`src/rtl/seq_detector_pkg.sv`:
```
// Shared definitions for the parametrised sequence detector.
//   clog2      : ceiling log2, used for index and prefix-length widths
//   st_width   : width of a prefix length that spans 0..depth
//   DEF_*      : default geometry of the detector
//   sym_t      : symbol type at the default symbol width
package seq_detector_pkg;

   function automatic int clog2(input int value);
      int r;
      int v;
      r = 0;
      v = value - 1;
      while (v > 0) begin
         r++;
         v = v >> 1;
      end
      return r;
   endfunction

   function automatic int st_width(input int depth);
      return clog2(depth + 1);
   endfunction

   localparam int DEF_SYM_W   = 2;
   localparam int DEF_DEPTH   = 4;
   localparam int DEF_CNT_W   = 8;
   localparam int DEF_ST_W    = st_width(DEF_DEPTH);
   localparam int DEF_CNT_MAX = (1 << DEF_CNT_W) - 1;

   typedef logic [DEF_SYM_W-1:0] sym_t;

endpackage

```
`src/rtl/seq_prefix_match.sv`:
```
// Combinational prefix search for the sequence detector.
// Finds the longest pattern prefix that ends with the incoming symbol. The
// prefix may be at most one symbol longer than the current matched length.
//   pattern : DEPTH symbols, symbol 0 in the LSBs
//   hist    : previously accepted symbols, slot 0 (LSBs) is the most recent
//   sym     : incoming symbol
//   state   : current matched-prefix length
//   next_k  : next matched-prefix length
//   match   : next_k equals DEPTH
module seq_prefix_match
   import seq_detector_pkg::*;
#(
   parameter int SYM_W = DEF_SYM_W,
   parameter int DEPTH = DEF_DEPTH
) (
   input  logic [DEPTH*SYM_W-1:0]     pattern,
   input  logic [(DEPTH-1)*SYM_W-1:0] hist,
   input  logic [SYM_W-1:0]           sym,
   input  logic [st_width(DEPTH)-1:0] state,
   output logic [st_width(DEPTH)-1:0] next_k,
   output logic                       match
);

   localparam int ST_W = st_width(DEPTH);

   // hit[k-1]: the last k symbols (sym plus k-1 history slots) equal pattern[0..k-1]
   logic [DEPTH-1:0] hit;

   for (genvar gk = 1; gk <= DEPTH; gk++) begin : g_k
      logic [gk-1:0] eq;
      assign eq[gk-1] = (pattern[(gk-1)*SYM_W +: SYM_W] == sym);
      for (genvar gi = 0; gi < gk - 1; gi++) begin : g_i
         assign eq[gi] = (pattern[gi*SYM_W +: SYM_W] == hist[(gk-2-gi)*SYM_W +: SYM_W]);
      end
      assign hit[gk-1] = &eq;
   end

   // Limiting k to state+1 keeps the search inside history that is still valid.
   always_comb begin
      next_k = '0;
      for (int k = 1; k <= DEPTH; k++) begin
         if (hit[k-1] && (k <= int'(state) + 1)) begin
            next_k = ST_W'(k);
         end
      end
   end

   assign match = (next_k == ST_W'(DEPTH));

endmodule

```
`src/rtl/seq_detector_param.sv`:
```
// Sequence detector over a stream of SYM_W-bit symbols with a runtime
// programmable pattern of DEPTH symbols.
//   clk         : system clock, rising edge
//   init        : asynchronous active-low reset
//   in_valid    : symbol on in is accepted this cycle
//   in          : input symbol
//   overlap     : 1 = overlapping matches, 0 = restart after a match
//   cfg_we      : pattern write strobe
//   cfg_idx     : pattern position to write
//   cfg_sym     : symbol value written
//   cnt_clr     : synchronous clear of match_count
//   out         : one-cycle match pulse
//   state       : current matched-prefix length, 0..DEPTH
//   match_count : saturating match count
module seq_detector_param
   import seq_detector_pkg::*;
#(
   parameter int                           SYM_W    = DEF_SYM_W,
   parameter int                           DEPTH    = DEF_DEPTH,
   parameter int                           CNT_W    = DEF_CNT_W,
   parameter logic [DEPTH*SYM_W-1:0]       PAT_INIT = {2'd0, 2'd2, 2'd0, 2'd1}
) (
   input  logic                        clk,
   input  logic                        init,
   input  logic                        in_valid,
   input  logic [SYM_W-1:0]            in,
   input  logic                        overlap,
   input  logic                        cfg_we,
   input  logic [clog2(DEPTH)-1:0]     cfg_idx,
   input  logic [SYM_W-1:0]            cfg_sym,
   input  logic                        cnt_clr,
   output logic                        out,
   output logic [st_width(DEPTH)-1:0]  state,
   output logic [CNT_W-1:0]            match_count
);

   localparam int ST_W = st_width(DEPTH);
   // The incoming symbol plus DEPTH-1 stored ones make up the last DEPTH symbols.
   localparam int HW   = (DEPTH - 1) * SYM_W;
   localparam logic [CNT_W-1:0] CNT_MAX = '1;

   logic [DEPTH*SYM_W-1:0] pat_q;
   logic [HW-1:0]          hist_q;
   logic [HW-1:0]          hist_nxt;
   logic [ST_W-1:0]        state_q;
   logic [ST_W-1:0]        next_k;
   logic                   match;
   logic                   out_q;
   logic [CNT_W-1:0]       cnt_q;
   logic                   cfg_hit;
   logic                   accept;

   seq_prefix_match #(
      .SYM_W (SYM_W),
      .DEPTH (DEPTH)
   ) u_match (
      .pattern (pat_q),
      .hist    (hist_q),
      .sym     (in),
      .state   (state_q),
      .next_k  (next_k),
      .match   (match)
   );

   assign hist_nxt = HW'({hist_q, in});
   assign cfg_hit  = cfg_we && (int'(cfg_idx) < DEPTH);
   // A valid pattern write steals the cycle; the presented symbol is dropped.
   assign accept   = in_valid && !cfg_hit;

   always_ff @(posedge clk or negedge init) begin
      if (!init) begin
         pat_q   <= PAT_INIT;
         hist_q  <= '0;
         state_q <= '0;
         out_q   <= 1'b0;
         cnt_q   <= '0;
      end else begin
         out_q <= 1'b0;

         if (cnt_clr) begin
            cnt_q <= '0;
         end else if (accept && match && (cnt_q != CNT_MAX)) begin
            cnt_q <= cnt_q + 1'b1;
         end

         if (cfg_hit) begin
            for (int i = 0; i < DEPTH; i++) begin
               if (int'(cfg_idx) == i) begin
                  pat_q[i*SYM_W +: SYM_W] <= cfg_sym;
               end
            end
            state_q <= '0;
            hist_q  <= '0;
         end else if (accept) begin
            if (match) begin
               out_q <= 1'b1;
            end
            if (match && !overlap) begin
               state_q <= '0;
               hist_q  <= '0;
            end else begin
               state_q <= next_k;
               hist_q  <= hist_nxt;
            end
         end
         // Idle cycles keep the partial match; only the pulse drops.
      end
   end

   assign out         = out_q;
   assign state       = state_q;
   assign match_count = cnt_q;

endmodule

```
`config.mk`:
```
export PLATFORM = sky130hd
export DESIGN_NAME = seq_detector_param
export DESIGN_NICKNAME = d
export VERILOG_FILES = /design/src/rtl/seq_detector_pkg.sv /design/src/rtl/seq_prefix_match.sv /design/src/rtl/seq_detector_param.sv
export SDC_FILE = /design/constraint.sdc
export NUM_CORES = 1
export LEC_CHECK = 0
export CORE_ASPECT_RATIO = 0.5
export CORE_MARGIN = 8
export CORE_UTILIZATION = 35
export DETAILED_ROUTE_END_ITERATION = 8
export SKIP_CTS_REPAIR_TIMING = 1
export SLEW_MARGIN = 10
export SYNTH_ARGS = -nofsm -noshare
export SYNTH_HDL_FRONTEND = slang
export SYNTH_SLANG_ARGS = --single-unit
```
`constraint.sdc`:
```
create_clock -name clk -period 5.55 [get_ports clk]
set_input_delay 1.665 -clock clk [delete_from_list [all_inputs] [get_ports clk]]
set_output_delay 1.665 -clock clk [all_outputs]
set_load 0.03 [all_outputs]
```
* Word level (Yosys, flattened, before mapping)
Index checks and enable logic that the tools add are counted.
** Storage, ports and cells
- Bits in registers :: 26
- Output and inout bits :: 12
** Cells by class
- $add $sub $neg :: 2
- Magnitude comparators :: 4
- Equality and inequality tests :: 15
- Mux-type cells :: 15
- Reduce and logical (&&, ||, !) cells :: 20
** Operators by type and width (count)
- 3-bit by 32-bit less-or-equal comparator with 1-bit output (first input constant) :: 2
- 2-bit by 32-bit less-or-equal comparator with 1-bit output (first input constant) :: 1
- 4-bit by 32-bit less-or-equal comparator with 1-bit output (first input constant) :: 1
- 2-bit == test :: 10
- 3-bit 2-to-1 mux :: 6
- 6-bit 2-to-1 mux :: 3
- 8-bit 2-to-1 mux :: 2
- 2-bit AND reduction :: 5
- 8-bit by 1-bit adder with 8-bit output (second input constant) :: 1
- 1-bit logical AND :: 8
- 8-bit inequality test (second input constant) :: 1
- 3-bit by 1-bit adder with 4-bit output (second input constant) :: 1
- 2-bit == test (second input constant) :: 2
- 1-bit 2-to-1 mux :: 4
- 4-bit AND reduction :: 1
- 2-bit nonzero test :: 2
- 3-bit == test (second input constant) :: 1
- 3-bit AND reduction :: 1
- 2-bit by 1-bit == test with 1-bit output (second input constant) :: 1
- 1-bit zero test :: 2
- 2-bit zero test :: 1

* Longest topological paths before layout
- Word-level depth :: 12
- Gate-level depth with buffers :: 8
- Depth with buffers taken out :: 6

* Modules after synthesis
A second synthesis with hierarchy kept.
** Unflattened totals
- Cell total of the unflattened synthesis :: 134
- Area total of the unflattened synthesis :: 1487.7 um2
** Modules (own cells, without submodules)
- seq_detector_param :: times used 1, cells an instance 90, area an instance 1151.1 um2
- seq_prefix_match :: times used 1, cells an instance 44, area an instance 336.6 um2

* Worst setup path before layout
OpenSTA, ideal clock, no wires.
- Path type :: in2reg
- Start :: in in[0]
- End :: reg cnt_q[3] (netlist: match_count[3])
- Setup time :: 78 ps
- Arrival :: 3102 ps
- Required time :: 5472 ps
- Slack :: 2370 ps
- Stages :: 7
- Path buffers :: 2
- Cell sequence :: buf_6 xor2_2 nor4_2 nand3_1 buf_6 or4_1 a21oi_1
** Between the ends
- Cells in the longest elaborated chain, start to end :: 10
** RTL lines
- start, declared :: RTL line seq_detector_param.sv:26 : input logic [SYM_W-1:0] in,
- 2-bit == test :: RTL line seq_prefix_match.sv:31 : assign eq[gk-1] = (pattern[(gk-1)*SYM_W +: SYM_W] == sym);
- 1-bit logical AND or 2-bit AND reduction (tied branches) :: RTL line seq_prefix_match.sv:42, seq_prefix_match.sv:35
- 1-bit 2-to-1 mux or 1-bit logical AND (tied branches) :: RTL line seq_prefix_match.sv:42 : if (hit[k-1] && (k <= int'(state) + 1)) begin
- 3-bit 2-to-1 mux (2 in a row) :: RTL line seq_prefix_match.sv:42
- 3-bit 2-to-1 mux (*) :: RTL line seq_prefix_match.sv:42
- 3-bit == test (*) :: RTL line seq_prefix_match.sv:48 : assign match = (next_k == ST_W'(DEPTH));
- 1-bit logical AND (*) (2 in a row) :: RTL line seq_detector_param.sv:82 : end else if (accept && match && (cnt_q != CNT_MAX)) begin
- 2-bit nonzero test (no line) (*)
- end signal, assigned :: RTL line seq_detector_param.sv:83 : cnt_q <= cnt_q + 1'b1;
- end, declared :: RTL line seq_detector_param.sv:49 : logic [CNT_W-1:0] cnt_q;
Mark *: on every way between the ends. The rest lies on a longest branch, timed or not.
A chain may end at the register's enable or synchronous reset.

* Worst setup path after layout
- Start :: in in[0]
- End :: reg cnt_q[6] (netlist: match_count[6])
Same word-level chain as after synthesis.

==> qor.csv <==
stage,metric,value,unit
outcome,status,completed,
critical_path,crit path kind,in -> reg,
placement,area post-placement,1820,µm²
critical_path,crit-path max FO,21,
critical_path,Worst Path Arrival,4.18,ns
yosys,"Seq/Total Area, Yosys",0.414,
timing,Setup TNS,0,ns
timing,Tightest Pin Transition,0.692,ns
timing,Fmax achieved,0.251,GHz
yosys,top-count cell post-synth,dfrtp_1,
floorplan,width of the die,111,µm
critical_path,slowest CP cell,or4_1,
timing,final-report hold violation count,0,
clock_tree,TritonCTS clock tree,done,
clock_tree,CTS Buffer Depth,2,
drt,DRC,0,
timing,fin crit period,3.99,ns
power_and_ir_drop,combinational fraction of design power,0.192,
yosys,"EDFF count, synth",0,
yosys,synth cell count leaders,"dfrtp_1 (24), xor2_1 (17), a21oi_1 (15)",
critical_path,CP startpoint kind,input pin,
global_routing,grt ovf,0,
timing,Worst Skew,0.00425,ns
finish,post-route cell area,1870,µm²
placement,RD Place Congestion,0.800,
critical_path,CP Data Required Time,5.75,ns
clock_tree,total number of H-tree levels,1,
drt,drt total wl,3490,µm
critical_path,cell breakdown of the critical path,clkdlybuf4s50_1 > xor2_2 > nor4_2 > nand3_1 > or4_1 > a21oi_1,
power_and_ir_drop,Pwr Density,222,nW/µm²
yosys,share of the synthesized area in the top cell type,0.381,
placement,hpwl dp,2630,µm
yosys,main flop type after synthesis,dfrtp_1,
power_and_ir_drop,LEAKAGE,0.767,nW
critical_path,crit path buf inv count,1,
critical_path,CP Capture Type,flip-flop,
power_and_ir_drop,VDD IR max,0.0000749,V
yosys,synthesized instance count,157,
power_and_ir_drop,clock power share,0.262,
finish,number of antenna diodes,0,
power_and_ir_drop,sequential fraction of design power,0.546,
clock_tree,worst-skew pair later-pin latency,0.27,ns
global_routing,first-pass GRT wire length,6020,µm
timing,final slew viol count,0,
critical_path,Worst path max stage delay,0.69,ns
yosys,Synth area leader,dfrtp_1,
drt,drt via density,5.31,
job,maxcap violations,0,
critical_path,R2R setup slack,2.99,ns
drt,vias post-DR,1226,
critical_path,critical path startpoint,in[0],
worst_hold_path,HP Class,reg -> reg,
timing,Final setup viols,0,
yosys,YS warnings,0,
critical_path,crit-path leading delay family,simple AND/OR/NAND/NOR gates,
critical_path,total stage count of the critical path,6,
floorplan,Die Area,7040,µm²
timing,RSZ-0062 raised after global routing,false,
floorplan,Initial Util,0.362,
power_and_ir_drop,Int Pwr,0.294,mW
global_routing,initial antenna violation count,0,
placement,Port Buf Inserts,23,
finish,synthesis-to-layout area growth,18.3,%
critical_path,Reg2Reg Capture Point,match_count[6]$_DFFE_PN0P_,
drt,first-pass detailed-route iteration total,6,
yosys,Syn Nets,174,
floorplan,Die Ht,63.5,µm
critical_path,worst reg2reg path startpoint,state[0]$_DFFE_PN0P_,
floorplan,io pins,24,
yosys,Cell variety after synth,34,
drt,Avg WL per Cell,15.1,µm
yosys,synthesized flop and latch total,26,
yosys,Synth Cell Area,1580,µm²
power_and_ir_drop,Net Sw Power,0.119,mW
finish,nets,193,
drt,Iteration-0 DRC Markers,48,
clock_tree,root buffer cell,clkbuf_8,
yosys,Post-synth ARST share,1.00,
timing,Max-slew headroom,0.537,
global_routing,pin count of the biggest net entering global routing,27,
clock_tree,# clock sinks,26,
power_and_ir_drop,Net Sw Frac,0.289,
drt,"antenna viol nets, final",0,
yosys,Avg Synthesized Cell Area,10.0,µm²
yosys,synth top area cells,"dfrtp_1 (38%), xor2_1 (9.4%), mux2_2 (6.4%), a21oi_1 (4.8%), ha_1 (4.0%)",
critical_path,end of the critical path,match_count[6]$_DFFE_PN0P_,
floorplan,Core Region,4360,µm²
critical_path,reg2reg path depth,6,
finish,layout cells sized above 1,0.109,
timing,final worst path period share,0.718,
global_routing,via count of the first global-routing pass,1221,
floorplan,num rows,17,
clock_tree,CTS buffer count,3,
global_routing,Total GRT Usage,0.102,
clock_tree,clock slew at reported path FFs,0.09,ns
## how the worst min path moves through the flow
stage / start / to / slack, ns / depth (start not counted)
finish: pat_q[7]$_DFFE_PN0P_ / pat_q[7]$_DFFE_PN0P_ / 0.55 / 1
global route: pat_q[7]$_DFFE_PN0P_ / pat_q[7]$_DFFE_PN0P_ / 0.56 / 1
CTS: pat_q[7]$_DFFE_PN0P_ / pat_q[7]$_DFFE_PN0P_ / 0.55 / 1
detailed placement: pat_q[7]$_DFFE_PN0P_ / pat_q[7]$_DFFE_PN0P_ / 0.53 / 1
global placement: hist_q[4]$_DFFE_PN0P_ / hist_q[4]$_DFFE_PN0P_ / 0.54 / 2
floorplan: pat_q[7]$_DFFE_PN0P_ / pat_q[7]$_DFFE_PN0P_ / 0.50 / 1
## state kept, by name (all words and copies together), names as in the netlist
| register | count |
|---|---|
| match_count | 8 |
| pat_q | 8 |
| hist_q | 6 |
| state | 3 |
| out | 1 |
## stage by stage
stage	instances	utilization	setup slack (ns)	total power [mW]	hold slack, ns
CTS	231	0.428	1.56	0.418	0.552
detailed placement	228	0.418	1.28	0.309	0.531
finish	231	0.428	1.56	0.413	0.546
floorplan	157	-	2.37	0.283	0.500
global placement	228	0.418	1.40	0.307	0.536
global route	231	0.428	1.38	0.436	0.563
## cells in the final DEF (no fill, tap or decap), types with 5 or more instances in the layout
cell,Yosys,routed
ha_1,5,5
xor2_1,17,17
mux2_2,9,9
a21oi_1,15,15
nand3_1,11,11
o211ai_1,6,6
clkdlybuf4s50_1,0,23
or4_1,5,5
nand2_1,10,10
dfrtp_1,24,24
nor2_1,5,5
o31ai_1,6,6
## power groups by stage
stage,sequential (mW),clock [mW],combinational (mW)
final,0.226,0.108,0.0792
after global routing,0.228,0.120,0.0880
after CTS,0.225,0.112,0.0798
after detailed placement,0.229,0,0.0793
after global placement,0.229,0,0.0775
after floorplan,0.221,0,0.0620
## routing by layer
layer  vias to the layer above  GRT usage  part of all wire
li1                        608          -                 -
met4                         0     0.0250            0.0080
met1                       597      0.144              0.54
met2                        17      0.148              0.42
met5                         -          0                 0
met3                         4     0.0274             0.036
## cells by family (layout without fill, tap and decap cells)
logic type / after synthesis / count (layout) / share of synthesized area
xor+xnor: 20 / 20 / 0.116
flops: 26 / 26 / 0.414
simple gates: 49 / 49 / 0.176
buf+inv: 13 / 30 / 0.0460
mux: 9 / 9 / 0.0643
compound gates: 35 / 35 / 0.144
fa+ha+maj: 5 / 5 / 0.0397
## layout make-up
class / count / area, µm²
tap: 57 / 71.3
clock buffer: 3 / 41.3
timing repair buffer: 24 / 238
multi-input combinational: 118 / 851
fill: 393 / 2490
sequential: 26 / 653
inverter: 3 / 11.3
No activity file was read; power rests on OpenSTA's default activity.
